`src/rtl/mem_port_arbiter_if.sv`:
```
// Bundle of the fetch, data-access and shared-memory-port signals around mem_port_arbiter.
// master = arbiter side, slave = pipeline/memory side.
interface mem_port_arbiter_if;
    logic        if_req;
    logic [31:0] if_addr;
    logic        if_ack;
    logic [31:0] if_rdata;

    logic        mem_req;
    logic        mem_we;
    logic [31:0] mem_addr;
    logic [31:0] mem_wdata;
    logic [3:0]  mem_wstrb;
    logic        mem_ack;
    logic [31:0] mem_rdata;

    logic        flush;

    logic        bus_req;
    logic        bus_we;
    logic [31:0] bus_addr;
    logic [31:0] bus_wdata;
    logic [3:0]  bus_wstrb;
    logic [31:0] bus_rdata;
    logic        bus_ready;

    logic        stall_if;
    logic        stall_mem;
    logic        err_timeout;

    modport master (
        input  if_req, if_addr,
        input  mem_req, mem_we, mem_addr, mem_wdata, mem_wstrb,
        input  flush,
        input  bus_rdata, bus_ready,
        output if_ack, if_rdata,
        output mem_ack, mem_rdata,
        output bus_req, bus_we, bus_addr, bus_wdata, bus_wstrb,
        output stall_if, stall_mem, err_timeout
    );

    modport slave (
        output if_req, if_addr,
        output mem_req, mem_we, mem_addr, mem_wdata, mem_wstrb,
        output flush,
        output bus_rdata, bus_ready,
        input  if_ack, if_rdata,
        input  mem_ack, mem_rdata,
        input  bus_req, bus_we, bus_addr, bus_wdata, bus_wstrb,
        input  stall_if, stall_mem, err_timeout
    );
endinterface

```
`src/rtl/mem_port_arbiter.sv`:
```
// Purpose: shares one memory port between instruction fetch and data access (MEM_ARB_TIMEOUT_EN adds a bounded bus wait).
// Latency: bus_req one cycle after a request is sampled in IDLE; ack and rdata one cycle after bus_ready.
// Backpressure: requesters hold req until ack; stall_if/stall_mem stay high while a request is unacknowledged.
module mem_port_arbiter #(
    parameter int unsigned TIMEOUT_CYC = 255
) (
    input  logic               clk,
    input  logic               rstn,
    mem_port_arbiter_if.master port
);
    typedef enum logic [1:0] {
        IDLE     = 2'd0,
        IF_BUSY  = 2'd1,
        MEM_BUSY = 2'd2,
        DONE     = 2'd3
    } state_t;

    state_t      state_q;
    state_t      state_d;
    logic        last_mem_q;
    logic        flush_seen_q;
    logic        bus_we_q;
    logic [31:0] bus_addr_q;
    logic [31:0] bus_wdata_q;
    logic [3:0]  bus_wstrb_q;
    logic        if_ack_q;
    logic        mem_ack_q;
    logic [31:0] if_rdata_q;
    logic [31:0] mem_rdata_q;
    logic        err_q;

    logic        busy;
    logic        grant_if;
    logic        grant_mem;
    logic        complete;
    logic        timeout_hit;
    logic        if_kill;
    logic [31:0] done_data;

    assign busy      = (state_q == IF_BUSY) || (state_q == MEM_BUSY);
    // A flush seen at any point of the fetch, including its completing edge, drops the ack.
    assign if_kill   = flush_seen_q || port.flush;
    assign done_data = port.bus_ready ? port.bus_rdata : 32'h0;

`ifdef MEM_ARB_TIMEOUT_EN
    localparam logic [7:0] WAIT_LAST = 8'(TIMEOUT_CYC - 1);

    logic [7:0] wait_cnt_q;

    assign timeout_hit = busy && !port.bus_ready && (wait_cnt_q == WAIT_LAST);

    always_ff @(posedge clk or negedge rstn) begin
        if (!rstn) begin
            wait_cnt_q <= 8'h0;
            err_q      <= 1'b0;
        end else begin
            wait_cnt_q <= busy ? wait_cnt_q + 8'd1 : 8'h0;
            if (timeout_hit) begin
                err_q <= 1'b1;
            end
        end
    end
`else
    assign timeout_hit = 1'b0;
    assign err_q       = 1'b0;
`endif

    always_comb begin
        state_d   = state_q;
        grant_if  = 1'b0;
        grant_mem = 1'b0;
        complete  = 1'b0;
        case (state_q)
            IDLE: begin
                // Data wins unless it also won last time and a fetch is waiting.
                if (port.mem_req && !(last_mem_q && port.if_req)) begin
                    state_d   = MEM_BUSY;
                    grant_mem = 1'b1;
                end else if (port.if_req) begin
                    state_d  = IF_BUSY;
                    grant_if = 1'b1;
                end
            end
            IF_BUSY, MEM_BUSY: begin
                if (port.bus_ready || timeout_hit) begin
                    state_d  = DONE;
                    complete = 1'b1;
                end
            end
            DONE: begin
                state_d = IDLE;
            end
            default: begin
                state_d = IDLE;
            end
        endcase
    end

    always_ff @(posedge clk or negedge rstn) begin
        if (!rstn) begin
            state_q      <= IDLE;
            last_mem_q   <= 1'b0;
            flush_seen_q <= 1'b0;
            bus_we_q     <= 1'b0;
            bus_addr_q   <= 32'h0;
            bus_wdata_q  <= 32'h0;
            bus_wstrb_q  <= 4'h0;
            if_ack_q     <= 1'b0;
            mem_ack_q    <= 1'b0;
            if_rdata_q   <= 32'h0;
            mem_rdata_q  <= 32'h0;
        end else begin
            state_q   <= state_d;
            if_ack_q  <= complete && !last_mem_q && !if_kill;
            mem_ack_q <= complete && last_mem_q;

            if (grant_mem) begin
                last_mem_q  <= 1'b1;
                bus_we_q    <= port.mem_we;
                bus_addr_q  <= port.mem_addr;
                bus_wdata_q <= port.mem_wdata;
                bus_wstrb_q <= port.mem_wstrb;
            end else if (grant_if) begin
                last_mem_q  <= 1'b0;
                bus_we_q    <= 1'b0;
                bus_addr_q  <= port.if_addr;
                bus_wdata_q <= 32'h0;
                bus_wstrb_q <= 4'h0;
            end

            if (grant_if) begin
                flush_seen_q <= 1'b0;
            end else if ((state_q == IF_BUSY) && port.flush) begin
                flush_seen_q <= 1'b1;
            end

            if (complete && last_mem_q) begin
                mem_rdata_q <= done_data;
            end
            if (complete && !last_mem_q && !if_kill) begin
                if_rdata_q <= done_data;
            end
        end
    end

    assign port.bus_req     = busy;
    assign port.bus_we      = bus_we_q;
    assign port.bus_addr    = bus_addr_q;
    assign port.bus_wdata   = bus_wdata_q;
    assign port.bus_wstrb   = bus_wstrb_q;
    assign port.if_ack      = if_ack_q;
    assign port.if_rdata    = if_rdata_q;
    assign port.mem_ack     = mem_ack_q;
    assign port.mem_rdata   = mem_rdata_q;
    assign port.stall_if    = port.if_req & ~if_ack_q;
    assign port.stall_mem   = port.mem_req & ~mem_ack_q;
    assign port.err_timeout = err_q;
endmodule

```
`src/flat_wrapper.sv`:
```
// flat-port wrapper written by rule: the top's interface ports become plain ports
module mem_port_arbiter_flat 
#(
    parameter int unsigned TIMEOUT_CYC = 255
)
  (clk, rstn, port_if_req, port_if_addr, port_mem_req, port_mem_we, port_mem_addr, port_mem_wdata, port_mem_wstrb, port_flush, port_bus_rdata, port_bus_ready, port_if_ack, port_if_rdata, port_mem_ack, port_mem_rdata, port_bus_req, port_bus_we, port_bus_addr, port_bus_wdata, port_bus_wstrb, port_stall_if, port_stall_mem, port_err_timeout);
  mem_port_arbiter_if port_i ();
  input  logic clk;
  input  logic rstn;
  input wire logic [$bits(port_i.if_req)-1:0] port_if_req;
  input wire logic [$bits(port_i.if_addr)-1:0] port_if_addr;
  input wire logic [$bits(port_i.mem_req)-1:0] port_mem_req;
  input wire logic [$bits(port_i.mem_we)-1:0] port_mem_we;
  input wire logic [$bits(port_i.mem_addr)-1:0] port_mem_addr;
  input wire logic [$bits(port_i.mem_wdata)-1:0] port_mem_wdata;
  input wire logic [$bits(port_i.mem_wstrb)-1:0] port_mem_wstrb;
  input wire logic [$bits(port_i.flush)-1:0] port_flush;
  input wire logic [$bits(port_i.bus_rdata)-1:0] port_bus_rdata;
  input wire logic [$bits(port_i.bus_ready)-1:0] port_bus_ready;
  output wire logic [$bits(port_i.if_ack)-1:0] port_if_ack;
  output wire logic [$bits(port_i.if_rdata)-1:0] port_if_rdata;
  output wire logic [$bits(port_i.mem_ack)-1:0] port_mem_ack;
  output wire logic [$bits(port_i.mem_rdata)-1:0] port_mem_rdata;
  output wire logic [$bits(port_i.bus_req)-1:0] port_bus_req;
  output wire logic [$bits(port_i.bus_we)-1:0] port_bus_we;
  output wire logic [$bits(port_i.bus_addr)-1:0] port_bus_addr;
  output wire logic [$bits(port_i.bus_wdata)-1:0] port_bus_wdata;
  output wire logic [$bits(port_i.bus_wstrb)-1:0] port_bus_wstrb;
  output wire logic [$bits(port_i.stall_if)-1:0] port_stall_if;
  output wire logic [$bits(port_i.stall_mem)-1:0] port_stall_mem;
  output wire logic [$bits(port_i.err_timeout)-1:0] port_err_timeout;
  assign port_i.if_req = port_if_req;
  assign port_i.if_addr = port_if_addr;
  assign port_i.mem_req = port_mem_req;
  assign port_i.mem_we = port_mem_we;
  assign port_i.mem_addr = port_mem_addr;
  assign port_i.mem_wdata = port_mem_wdata;
  assign port_i.mem_wstrb = port_mem_wstrb;
  assign port_i.flush = port_flush;
  assign port_i.bus_rdata = port_bus_rdata;
  assign port_i.bus_ready = port_bus_ready;
  assign port_if_ack = port_i.if_ack;
  assign port_if_rdata = port_i.if_rdata;
  assign port_mem_ack = port_i.mem_ack;
  assign port_mem_rdata = port_i.mem_rdata;
  assign port_bus_req = port_i.bus_req;
  assign port_bus_we = port_i.bus_we;
  assign port_bus_addr = port_i.bus_addr;
  assign port_bus_wdata = port_i.bus_wdata;
  assign port_bus_wstrb = port_i.bus_wstrb;
  assign port_stall_if = port_i.stall_if;
  assign port_stall_mem = port_i.stall_mem;
  assign port_err_timeout = port_i.err_timeout;
  mem_port_arbiter #(.TIMEOUT_CYC(TIMEOUT_CYC)) u_core (.clk(clk), .rstn(rstn), .port(port_i));
endmodule
```
`config.mk`:
```
export PLATFORM = sky130hd
export DESIGN_NAME = mem_port_arbiter_flat
export DESIGN_NICKNAME = d
export VERILOG_FILES = /design/src/rtl/mem_port_arbiter_if.sv /design/src/rtl/mem_port_arbiter.sv /design/src/flat_wrapper.sv
export SDC_FILE = /design/constraint.sdc
export NUM_CORES = 1
export LEC_CHECK = 0
export CAP_MARGIN = 20
export CORE_MARGIN = 2
export CORE_UTILIZATION = 40
export DETAILED_ROUTE_END_ITERATION = 10
export HOLD_SLACK_MARGIN = 0.06
export PLACE_DENSITY_LB_ADDON = 0.15
export REMOVE_ABC_BUFFERS = 1
export SYNTH_ARGS = -nofsm -noshare
export SYNTH_HDL_FRONTEND = slang
export SYNTH_SLANG_ARGS = --single-unit
```
`constraint.sdc`:
```
create_clock -name clk -period 2 [get_ports clk]
set_input_delay 0.4 -clock clk [delete_from_list [all_inputs] [get_ports clk]]
set_output_delay 0.4 -clock clk [all_outputs]
set_load 0.05 [all_outputs]
```
-- Yosys cells after proc, flatten, opt, wreduce, memory -nomap -nowiden
Index checks and enable logic that the tools add are counted.
- flip-flop bits (word level): 139
- input bits: 139
- output and inout bits: 139
- logic and storage cells: 59
- equal/unequal tests: 5
- mux-type cells: 23
- bitwise operators: 4
- reduce and logical (&&, ||, !) cells: 16
- operators with widths (operator ; number):
    32-bit two-way mux ; 5
    1-bit two-way mux ; 12
    4-bit two-way mux ; 2
    1-bit logical AND ; 6
    2-bit two-way mux ; 3
    2-bit one-hot mux with 3 select lines ; 1
    2-bit == test, second input constant ; 2
    2-bit nonzero test ; 2
    1-bit logical NOT ; 3
    3-bit by 2-bit != test with 1-bit output, second input constant ; 1
    1-bit AND ; 2
    2-bit by 1-bit == test with 1-bit output, second input constant ; 1
    2-bit logical NOT ; 1
    1-bit logical OR ; 2
    2-bit != test, second input constant ; 1
    1-bit inverter ; 2
    2-bit AND reduction ; 1
    2-bit OR reduction ; 1

-- Logic depth before layout (Yosys ltp)
Gate-level depths: netlist of the first run.
- word-level depth: 7
- mapped depth: 8
- depth with buffers taken out: 5

-- Least setup slack after synthesis of the first run
No wires, ideal clock.
- path kind: reg-to-reg
- start: register u_core.state_q[0]
- end: register u_core.if_rdata_q[0] (netlist: u_core.port.if_rdata[0])
- setup time: 0.125 ns
- data arrival time: 2.037 ns
- data required time: 1.875 ns
- slack: -0.162 ns
- cell stages (with the launch flop): 7
- path buffers: 1
- clock period less this slack: 2.162 ns
- path through: dfrtp_1 inv_1 ha_1 nand2_1 nor4_4 buf_6 mux2_4
- cells in the longest elaborated chain, start to end: 5
- elaborated cells on any way between the ends: 6
- classes of those cells: 2 x eq/ne; 1 x mux; 3 x reduce/logical
- ends and longest elaborated chain (what ; line ; RTL):
    start, declared ; mem_port_arbiter.sv:18 ; state_t state_q;
    start signal, assigned ; mem_port_arbiter.sv:113 ; state_q <= state_d;
    2-bit == test / 2-bit by 1-bit == test with 1-bit output (equally long branches) ; mem_port_arbiter.sv:73 ; case (state_q)
    2-bit OR reduction (*) ; mem_port_arbiter.sv:73 ;
    1-bit two-way mux (*) ; mem_port_arbiter.sv:73 ;
    1-bit logical AND (*) (2 in a row) ; mem_port_arbiter.sv:140 ; if (complete && !last_mem_q && !if_kill) begin
    end signal, assigned ; mem_port_arbiter.sv:141 ; if_rdata_q <= done_data;
    end, declared ; mem_port_arbiter.sv:28 ; logic [31:0] if_rdata_q;
Every way passes the cells marked *; elsewhere a longest branch is shown, timed or not.
A chain may end at the register's enable or synchronous reset.

-- Final worst setup path of the first run
- start: register u_core.if_rdata_q[8] (netlist: u_core.port.if_rdata[8])
- end: output port_if_rdata[8]
- RTL lines (what ; line ; RTL):
    end, declared ; flat_wrapper.sv:21 ; output wire logic [$bits(port_i.if_rdata)-1:0] port_if_rdata;
No word-level cell between the ends.

==> results of run 1 <==
sequential cells by signal, indices dropped and copies added (netlist names):
signal                 cells
u_core.port.mem_ack        1
u_core.flush_seen_q        1
u_core.last_mem_q          1
u_core.port.mem_rdata     32
u_core.port.bus_wdata     32
u_core.port.if_ack         1
u_core.port.bus_we         1
u_core.state_q             2
u_core.port.bus_wstrb      4
u_core.port.bus_addr      32
u_core.port.if_rdata      32
stage by stage:
stage	utilization	worst slack (ns)	hold slack, ns	cell area, µm²
after global routing	0.704	-0.0289	0.483	9400
after floorplan	-	-0.988	0.104	5340
after global placement	0.644	0.0375	0.339	8600
final	0.704	0.0125	0.465	9400
after CTS	0.690	0.000101	0.473	9220
after detailed placement	0.644	0.0170	0.342	8600
cells in the final DEF (no fill, tap or decap), drive strengths merged, types with 34 or more instances in the layout:
master           n
nand2           34
nor2            34
a22o            37
a21oi           69
clkdlybuf4s50  145
dfrtp          139
dlygate4sd2     45
mux2            65
dlymetal6s2s    72
buf             34
cell families (layout without fill, tap and decap cells):
logic type | after synthesis | after routing | share of synthesized area
multiplexers | 67 | 67 | 0.143
adder cells (fa/ha/maj) | 3 | 3 | 0.00681
buffers and inverters | 34 | 332 | 0.0329
AO/OA/AOI/OAI | 112 | 112 | 0.131
flip-flops | 139 | 139 | 0.631
other | 1 | 1 | 0.000680
AND/OR/NAND/NOR | 73 | 73 | 0.0545
worst min-delay path by stage:
stage	end	cells past startpoint
6_report	u_core.port.bus_addr[10]	2
4_1_cts	u_core.port.bus_addr[10]	2
3_5_place_dp	u_core.port.bus_addr[10]	1
2_1_floorplan	u_core.flush_seen_q	0
5_1_grt	u_core.port.bus_addr[28]	2
3_3_place_gp	u_core.port.bus_addr[19]	1
per-layer routing:
layer,vias to the layer above,share of wire,GRT usage
li1,2073,-,-
met1,2235,0.37,0.251
met2,186,0.51,0.383
met3,30,0.085,0.0865
met4,0,0.027,0.0697
met5,-,0,0
power breakdown:
part	switching [mW]	total [mW]	internal (mW)
clock network	1.16	3.53	2.37
logic	6.91	10.6	3.64
registers	0.731	4.93	4.20
layout make-up:
class | instances | area, µm²
fillers | 991 | 3950
inverters | 3 | 11.3
clock inverters | 12 | 219
multi-input cells | 256 | 1870
repair buffers | 297 | 3150
clock buffers | 20 | 447
flip-flops and latches | 139 | 3480
well taps | 176 | 220
what timing repair did:
item                                    4_1_cts  5_1_grt
resized for setup                            45       72
endpoints found under the setup margin       45       72
hold endpoints to repair                     35        0
hold buffers                                  1        0
==> Implementation_results.wiki, run 1 <==
{| class="wikitable"
! Metric !! Value
|-
| Routed wirelength normalized by instance count || 17.9 µm
|-
| Relative slew slack || 0.637
|-
| Family with the most delay on the worst path || buffers and inverters
|-
| Mean Syn Cell Area || 12.9 µm²
|-
| Count of final setup violators || 0
|-
| Synthesis-stage register bit count || 139
|-
| Initial cell density of the core || 0.413
|-
| Area share of the leading cell type in the synthesized netlist || 0.631
|-
| Cell at the slowest stage of the critical path || clkdlybuf4s50_1
|-
| Row count || 42
|-
| Share of async-settable or async-resettable flops after synthesis || 1.00
|-
| Vias in the first global route || 4,785
|-
| Number of buffers created by CTS || 17
|-
| Fmax || 503 MHz
|-
| Slowest stage delay, CP || 0.81 ns
|-
| Final Hold Viols || 0
|-
| Static leakage power || 4.90 nW
|-
| Classification of the worst setup path || flip-flop to output pin
|-
| Mapped Area || 5510 µm²
|-
| Total DRC errors in the routed layout || 0
|-
| Mapped Cells || 429
|-
| Maxcap violations || 0
|-
| Buffers added on ports || 276
|-
| Grt ovf || 0
|-
| Number of violations reported at the end of detailed-routing iteration 0 || 217
|-
| Global-route usage over all layers || 0.221
|-
| Synth warnings || 0
|-
| Slew @ Worst Pin || 0.544 ns
|-
| Critical path startpoint || u_core.port.if_rdata[8]
|-
| Post-Layout Cell Count || 903
|-
| Crit path capture type || output pin
|-
| Tightest Hold Check Type || input port to async pin
|-
| Antenna violations before repair || 0
|-
| Die height || 121 µm
|-
| Fin. max-slew vios || 0
|-
| Post-layout minimum cycle time || 1.99 ns
|-
| Worst clock skew || 0.00895 ns
|-
| Total wirelength of the detailed-routed design || 16,100 µm
|-
| Setup TNS || 0 ns
|-
| Flop-to-flop setup slack || 0.18 ns
|-
| Outcome || finished clean
|-
| Area added between synthesis and finish || 70.4%
|-
| Number of enable-type register cells in the synthesized netlist || 0
|-
| Clock transition time at the flip-flop clock pins of the worst setup and hold paths || 0.06 ns
|-
| Cells taking the most area after synthesis || dfrtp_1, mux2_2, a21oi_1, a22o_1, mux2_4
|-
| Critical Path AT || 1.59 ns
|-
| Antenna diode count || 0
|-
| Global-route wire length before repair || 24,900 µm
|-
| Per-cell via count in the routed design || 5.01
|-
| Clock tree from TritonCTS || done
|-
| Dominant cell by count in the synthesized netlist || dfrtp_1
|-
| Routability Congestion || 0.797
|-
| FF-to-FF path depth || 6
|-
| Die Span X || 121 µm
|-
| Final ANT Viol Nets || 0
|-
| Number of H-tree levels || 4
|-
| Count of buffers added by post-CTS timing repair for setup || 0
|-
| # IOs || 278
|-
| Capture instance of the worst register-to-register path || u_core.port.if_rdata[24]
|-
| Post-synthesis sequential area ratio || 0.631
|-
| Sort of element at the start of the critical path || flip-flop
|-
| Power consumption || 19.0 mW
|-
| Clk_lat worst skew || 0.42 ns
|-
| Series of cell instances along the critical path || clkdlybuf4s50_1
|-
| Number of distinct library cells after synthesis || 25
|-
| Library cell occupying the most area in the post-synthesis netlist || dfrtp_1
|-
| Core area || 13,300 µm²
|-
| Required time reported for the critical path endpoint || 1.60 ns
|-
| Crit path buffers/inverters || 1
|-
| CP Capture Point || port_if_rdata[8]
|-
| Placed wire-length estimate || 11,400 µm
|-
| Die area || 14,700 µm²
|-
| Largest buffer count on any clock path || 2
|-
| Maximum vdd ir drop || 1.14 mV
|-
| Clock sink total || 139
|-
| Fraction of the cycle the final worst path needs || 0.994
|-
| Largest net degree at the start of global routing || 49
|-
| Fraction of final layout cells sized beyond drive strength 1 || 0.184
|-
| Prevailing post-synth register cell || dfrtp_1
|-
| Placed cell count || 870
|-
| FF-to-FF Start || u_core.state_q[0]
|-
| Post-synth top cells || dfrtp_1, a21oi_1, mux2_2, a22o_1
|-
| Power Dens Cells || 2020 nW/µm²
|-
| Root buffer cell || clkbuf_16
|-
| Vias || 4,524
|-
| Number of nets in the layout || 856
|-
| Top fanout value on the critical path || 2
|-
| Worst path depth || 1
|-
| Length of the first detailed-routing pass in iterations || 6
|}
No activity file was read; power rests on OpenSTA's default activity.
==> inputs of run 2 (changes only) <==
--- a/config.mk
+++ b/config.mk
@@ -10,8 +10,9 @@
 export CORE_UTILIZATION = 40
 export DETAILED_ROUTE_END_ITERATION = 10
 export HOLD_SLACK_MARGIN = 0.06
-export PLACE_DENSITY_LB_ADDON = 0.15
+export PLACE_DENSITY = 0.85
 export REMOVE_ABC_BUFFERS = 1
+export SKIP_LAST_GASP = 1
 export SYNTH_ARGS = -nofsm -noshare
 export SYNTH_HDL_FRONTEND = slang
 export SYNTH_SLANG_ARGS = --single-unit
==> run 2 against run 1 <==
Effect of this change: global-route usage increased by 1.3 points; die area unchanged; combinational power about the same; wire length increased by 5.2%; hold slack improved by 0.035 ns; cell area decreased by 1.8%; fmax increased by 1.4%; cell count decreased by 0.55%; utilization decreased by 1.3 points; clock-buffer cell count decreased by 2; first-iteration DRC count increased by 21%; largest power group unchanged; highest routed layer unchanged.
==> Implementation_results.wiki, run 2 (same netlist as run 1, synthesis figures left out) <==
{| class="wikitable"
! Metric !! Value
|-
| Most common library cell in the layout ignoring fill and taps || clkdlybuf4s50_1
|-
| Antenna violations before repair || 0 (unchanged)
|-
| Met2 WL post-DR || 9160 µm (+11%)
|-
| Clock transition time at the flip-flop clock pins of the worst setup and hold paths || 0.06 ns (about the same)
|-
| Count of buffers added by post-CTS timing repair for setup || 0 (unchanged)
|-
| Count of final setup violators || 0 (unchanged)
|-
| # IOs || 278 (unchanged)
|-
| Largest buffer count on any clock path || 2 (unchanged)
|-
| Post-layout minimum cycle time || 1.96 ns (-0.0279 ns)
|-
| Maxcap violations || 0 (unchanged)
|-
| Placed wire-length estimate || 12,000 µm (+4.5%)
|-
| Number of buffers created by CTS || 17 (unchanged)
|-
| Post-Layout Cell Count || 898 (-0.55%)
|-
| Antenna diode count || 0 (unchanged)
|-
| Setup TNS || 0 ns (unchanged)
|-
| Die area || 14,700 µm² (unchanged)
|-
| Largest net degree at the start of global routing || 70 (+43%)
|-
| Outcome || finished clean
|-
| Highest layer used for signal routing || met4
|-
| Fmax || 510 MHz (+1.4%)
|-
| Length of the first detailed-routing pass in iterations || 5 (-1)
|-
| Slew @ Worst Pin || 0.673 ns (+0.129 ns)
|-
| Number of H-tree levels || 4 (unchanged)
|-
| Power Dens Cells || 2020 nW/µm² (-0.39%)
|-
| Vias in the first global route || 4,966 (+3.8%)
|-
| Row count || 42 (unchanged)
|-
| Buffers added on ports || 276 (unchanged)
|-
| Grt ovf || 0 (unchanged)
|-
| Static leakage power || 4.66 nW (-4.9%)
|-
| Crit path capture type || output pin
|-
| Final ANT Viol Nets || 0 (unchanged)
|-
| Tightest Hold Check Type || flip-flop to flip-flop
|-
| Family with the most delay on the worst path || buffers and inverters
|-
| M1 WL || 6070 µm (+0.46%)
|-
| Fin. max-slew vios || 0 (unchanged)
|-
| Routability Congestion || 0.803 (+0.73%)
|-
| Fraction of the cycle the final worst path needs || 0.980 (-0.0140)
|-
| Root buffer cell || clkbuf_16
|-
| Maximum vdd ir drop || 1.49 mV (+31%)
|-
| Die height || 121 µm (unchanged)
|-
| Global-route wire length before repair || 26,200 µm (+5.0%)
|-
| RSZ-0062 raised after global routing || no
|-
| Fraction of final layout cells sized beyond drive strength 1 || 0.172 (-0.0126)
|-
| Classification of the worst setup path || flip-flop to output pin
|-
| Series of cell instances along the critical path || clkdlybuf4s50_1
|-
| Clock tree from TritonCTS || done
|-
| Cell at the slowest stage of the critical path || clkdlybuf4s50_1
|-
| Placed cell count || 865 (-0.57%)
|-
| Core area || 13,300 µm² (unchanged)
|-
| Per-cell via count in the routed design || 5.08 (+1.4%)
|-
| Sort of element at the start of the critical path || flip-flop
|-
| Crit path buffers/inverters || 1 (unchanged)
|-
| Total DRC errors in the routed layout || 0 (unchanged)
|-
| Worst setup slack after layout || 0.0404 ns (+0.0279 ns)
|-
| Worst slack at placement || -0.114 ns (-0.131 ns)
|-
| Critical Path AT || 1.56 ns (-0.03 ns)
|-
| Total wirelength of the detailed-routed design || 17,000 µm (+5.2%)
|-
| Clock sink total || 139 (unchanged)
|-
| Slowest stage delay, CP || 0.81 ns (about the same)
|-
| Final Hold Viols || 0 (unchanged)
|-
| Routed wirelength normalized by instance count || 18.9 µm (+5.8%)
|-
| Required time reported for the critical path endpoint || 1.60 ns (about the same)
|-
| Vias || 4,563 (+0.86%)
|-
| Number of violations reported at the end of detailed-routing iteration 0 || 263 (+21%)
|-
| Worst clock skew || 0.00543 ns (-0.00352 ns)
|-
| Length of routed met3 wiring || 1170 µm (-15%)
|-
| Global-route usage over all layers || 0.234 (+0.0127)
|-
| Top fanout value on the critical path || 2 (unchanged)
|-
| Final core area utilization || 0.691 (-0.0127)
|-
| Leading cell types in the layout, fill and taps excluded || clkdlybuf4s50_1, dfrtp_1, dlygate4sd2_1, a21oi_1, mux2_2
|-
| Initial cell density of the core || 0.413 (unchanged)
|-
| Number of nets in the layout || 851 (-0.58%)
|-
| Area added between synthesis and finish || 67.3%
|-
| Clk_lat worst skew || 0.41 ns (about the same)
|-
| Die Span X || 121 µm (unchanged)
|-
| Power consumption || 18.6 mW (-2.2%)
|-
| Relative slew slack || 0.552 (-0.0851)
|}
==> run 2: cell count changes in the layout (fill, tap and decap cells not counted), sizes merged <==
cell           delta
buf              -12
bufinv            -3
clkbuf            -2
clkdlybuf4s50     +1
clkinv            +1
clkinvlp          +1
dlygate4sd2      +28
dlymetal6s2s     -22
inv               +3
==> run 2: path summary, 6_finish.rpt <==
path                            cells after the start                   endpoint                       from  slack [ns]
worst max-delay path                                1         port_mem_rdata[19]  u_core.port.mem_rdata[19]        0.04
worst min-delay path                                1  u_core.port.mem_rdata[14]  u_core.port.mem_rdata[14]        0.50
worst max register to register                      6   u_core.port.if_rdata[15]          u_core.state_q[0]        0.18
worst min register to register                      1  u_core.port.mem_rdata[14]  u_core.port.mem_rdata[14]        0.50
max in group asynchronous                           3  u_core.port.bus_wdata[15]                       rstn        0.90
min in group asynchronous                           2    u_core.port.if_rdata[0]                       rstn        0.51
==> run 2: power by group <==
group	total, mW	switching [mW]	internal, mW
Sequential	4.99	0.786	4.20
Combinational	10.4	6.95	3.47
Clock	3.19	1.19	2.00
==> run 2: cell type report <==
type | count | area [µm²]
inverter | 3 | 11.3
multi-input combinational | 256 | 1870
sequential | 139 | 3480
clock buffer | 18 | 439
clock inverter | 14 | 168
timing repair buffer | 292 | 3040
fill | 983 | 4120
tap | 176 | 220
==> run 2: metal layers <==
metal,vias to the layer above,global-route usage
met1,2250,0.257
li1,2057,-
met5,-,0
met3,43,0.0700
met2,213,0.413
met4,0,0.113
==> run 2: repair_timing <==
item                                   4_1_cts  5_1_grt
resized for setup                           73       50
setup endpoints to repair                   73       50
endpoints found under the hold margin       48        0
pin swaps                                    0        0
hold buffers                                 1        0
==> run 2: per-stage QoR <==
stage,hold slack (ns),instance area (µm²)
6_report,0.499,9230
5_1_grt,0.514,9230
4_1_cts,0.503,9100
3_5_place_dp,0.382,8580
3_3_place_gp,0.374,8580
2_1_floorplan,0.104,5340
==> inputs of run 3 (changes only) <==
--- a/config.mk
+++ b/config.mk
@@ -6,10 +6,9 @@
 export NUM_CORES = 1
 export LEC_CHECK = 0
 export CAP_MARGIN = 20
-export CORE_MARGIN = 2
+export CORE_MARGIN = 3
 export CORE_UTILIZATION = 40
 export DETAILED_ROUTE_END_ITERATION = 10
-export HOLD_SLACK_MARGIN = 0.06
 export PLACE_DENSITY = 0.85
 export REMOVE_ABC_BUFFERS = 1
 export SKIP_LAST_GASP = 1
==> run 3 against run 2 <==
Effect of this change: clock skew grew 0.0048 ns; fmax down 0.10%; non-clock buffer count grew 3; clock power barely moved; wire length down 1.5%; utilization rose by 0.58 points; highest routed layer unchanged; sequential power barely moved.
==> Implementation_results.wiki, run 3 (same netlist as run 1, synthesis figures left out) <==
{| class="wikitable"
! Metric !! Value
|-
| Area of combinational cells with multiple inputs || 1870 µm² (unchanged)
|-
| Clock transition time at the flip-flop clock pins of the worst setup and hold paths || 0.05 ns (about the same)
|-
| Top fanout value on the critical path || 2 (unchanged)
|-
| Final Hold Viols || 0 (unchanged)
|-
| Largest net degree at the start of global routing || 50 (-29%)
|-
| Die Span X || 123 µm (+1.6%)
|-
| Largest buffer count on any clock path || 2 (unchanged)
|-
| Crit path capture type || output pin
|-
| Final ANT Viol Nets || 0 (unchanged)
|-
| Routability Congestion || 0.797 (-0.78%)
|-
| Final core area utilization || 0.697 (+0.00581)
|-
| Global-route wire length before repair || 24,000 µm (-8.4%)
|-
| Fmax || 510 MHz (-0.10%)
|-
| Most common library cell in the layout ignoring fill and taps || clkdlybuf4s50_1
|-
| Setup TNS || 0 ns (unchanged)
|-
| Row count || 42 (unchanged)
|-
| RSZ-0062 raised after global routing || no
|-
| Fin. max-slew vios || 0 (unchanged)
|-
| Global-route usage over all layers || 0.208 (-0.0256)
|-
| Antenna violations before repair || 0 (unchanged)
|-
| Fraction of the cycle the final worst path needs || 0.981 (+0.000987)
|-
| Number of violations reported at the end of detailed-routing iteration 0 || 186 (-29%)
|-
| Critical Path AT || 1.56 ns (about the same)
|-
| Slowest stage delay, CP || 0.81 ns (about the same)
|-
| Cell at the slowest stage of the critical path || clkdlybuf4s50_1
|-
| Area added between synthesis and finish || 68.7%
|-
| Placed wire-length estimate || 11,800 µm (-1.3%)
|-
| Clock tree from TritonCTS || done
|-
| Length of the first detailed-routing pass in iterations || 4 (-1)
|-
| Total wirelength of the detailed-routed design || 16,700 µm (-1.5%)
|-
| Number of nets in the layout || 854 (+0.35%)
|-
| Core area || 13,300 µm² (unchanged)
|-
| Antenna diode count || 0 (unchanged)
|-
| Grt ovf || 0 (unchanged)
|-
| Initial cell density of the core || 0.413 (unchanged)
|-
| Required time reported for the critical path endpoint || 1.60 ns (about the same)
|-
| Classification of the worst setup path || flip-flop to output pin
|-
| Placed inst area || 8610 µm² (+0.44%)
|-
| Vias || 4,494 (-1.5%)
|-
| Clock sink total || 139 (unchanged)
|-
| Maximum vdd ir drop || 1.31 mV (-12%)
|-
| Tightest Hold Check Type || flip-flop to flip-flop
|-
| Static leakage power || 4.79 nW (+2.8%)
|-
| Relative slew slack || 0.632 (+0.0800)
|-
| Worst hold-check slack || 0.480 ns (-0.0188 ns)
|-
| Buffers added on ports || 276 (unchanged)
|-
| Power Dens Cells || 2010 nW/µm² (-0.23%)
|-
| Series of cell instances along the critical path || clkdlybuf4s50_1
|-
| Post-route cell area || 9300 µm² (+0.84%)
|-
| Min-Delay Startpoint || u_core.port.if_rdata[25]
|-
| Sort of element at the start of the critical path || flip-flop
|-
| Family with the most delay on the worst path || buffers and inverters
|-
| Storage cell area || 3480 µm² (unchanged)
|-
| Crit path buffers/inverters || 1 (unchanged)
|-
| Maxcap violations || 0 (unchanged)
|-
| Number of H-tree levels || 4 (unchanged)
|-
| Number of buffers created by CTS || 17 (unchanged)
|-
| Count of buffers added by post-CTS timing repair for setup || 0 (unchanged)
|-
| Total of fill cells in the finished design || 925 (-5.9%)
|-
| Post-layout minimum cycle time || 1.96 ns (+0.00197 ns)
|-
| Worst clock skew || 0.0102 ns (+0.00481 ns)
|-
| Leading cell types in the layout, fill and taps excluded || clkdlybuf4s50_1, dfrtp_1, a21oi_1, dlygate4sd2_1, dlymetal6s2s_1
|-
| Outcome || finished clean
|-
| Per-cell via count in the routed design || 4.99 (-1.7%)
|-
| Fraction of final layout cells sized beyond drive strength 1 || 0.167 (-0.00462)
|-
| Die height || 123 µm (+1.6%)
|-
| Count of final setup violators || 0 (unchanged)
|-
| FF-to-FF Start || u_core.state_q[0]
|-
| Total DRC errors in the routed layout || 0 (unchanged)
|-
| Routed wirelength normalized by instance count || 18.6 µm (-1.8%)
|-
| Power consumption || 18.7 mW (+0.60%)
|-
| Vias in the first global route || 4,656 (-6.2%)
|-
| Die area || 15,200 µm² (+3.3%)
|-
| # IOs || 278 (unchanged)
|-
| Critical path startpoint || u_core.port.bus_addr[17]
|-
| Clk_lat worst skew || 0.42 ns (about the same)
|-
| Slew @ Worst Pin || 0.555 ns (-0.118 ns)
|-
| Root buffer cell || clkbuf_16
|}
## run 3: changes by cell type in the layout (fill, tap and decap cells not counted), sizes merged, moves of 3 or more
cell	before	now
dlygate4sd2	73	66
clkinv	5	1
clkdlybuf4s50	146	141
clkbuf	18	25
inv	6	3
dlymetal6s2s	50	63
## run 3: worst paths after layout
| kind | endpoint | slack (ns) | depth (start not counted) |
|---|---|---|---|
| max reg2reg | u_core.port.if_rdata[14] | 0.16 | 6 |
| min | u_core.port.if_rdata[25] | 0.48 | 1 |
| min in group asynchronous | u_core.port.mem_rdata[6] | 0.50 | 2 |
| max in group asynchronous | u_core.port.bus_wdata[1] | 0.89 | 3 |
| min reg2reg | u_core.port.if_rdata[25] | 0.48 | 1 |
| max | port_bus_addr[17] | 0.04 | 1 |
## run 3: repair_timing
item                                    in CTS  in global routing
hold endpoints to repair                    47                  0
resized for setup                           66                 63
endpoints found under the setup margin      66                 63
pin swaps                                    0                  0
hold buffers                                 1                  0
## run 3: layout make-up
cell class                      instances  area share
Sequential cell                       139       0.374
Timing Repair Buffer                  295       0.336
Multi-Input combinational cell        256       0.201
Clock buffer                           25      0.0533
Tap cell                              176      0.0237
Clock inverter                          6      0.0118
Inverter                                3     0.00121
## run 3: power by group
part           switching (mW)  internal (mW)  total, mW
Sequential              0.776           4.20       4.98
Clock                    1.12           2.09       3.20
Combinational            6.97           3.56       10.5
Total                    8.86           9.85       18.7
## run 3: layer usage
layer  up-vias  routed length (µm)  track usage
li1       2066                   -            -
met1      2204                6220        0.228
met2       193                8930        0.370
met3        31                1190       0.0714
met4         0                 368       0.0817
met5         -                   0            0
## run 3: per-stage QoR
stage	setup WS (ns)	instances
2_1_floorplan	-0.988	398
3_3_place_gp	0.0521	868
3_5_place_dp	-0.0141	868
4_1_cts	0.000691	900
5_1_grt	0.00112	900
6_report	0.0385	900
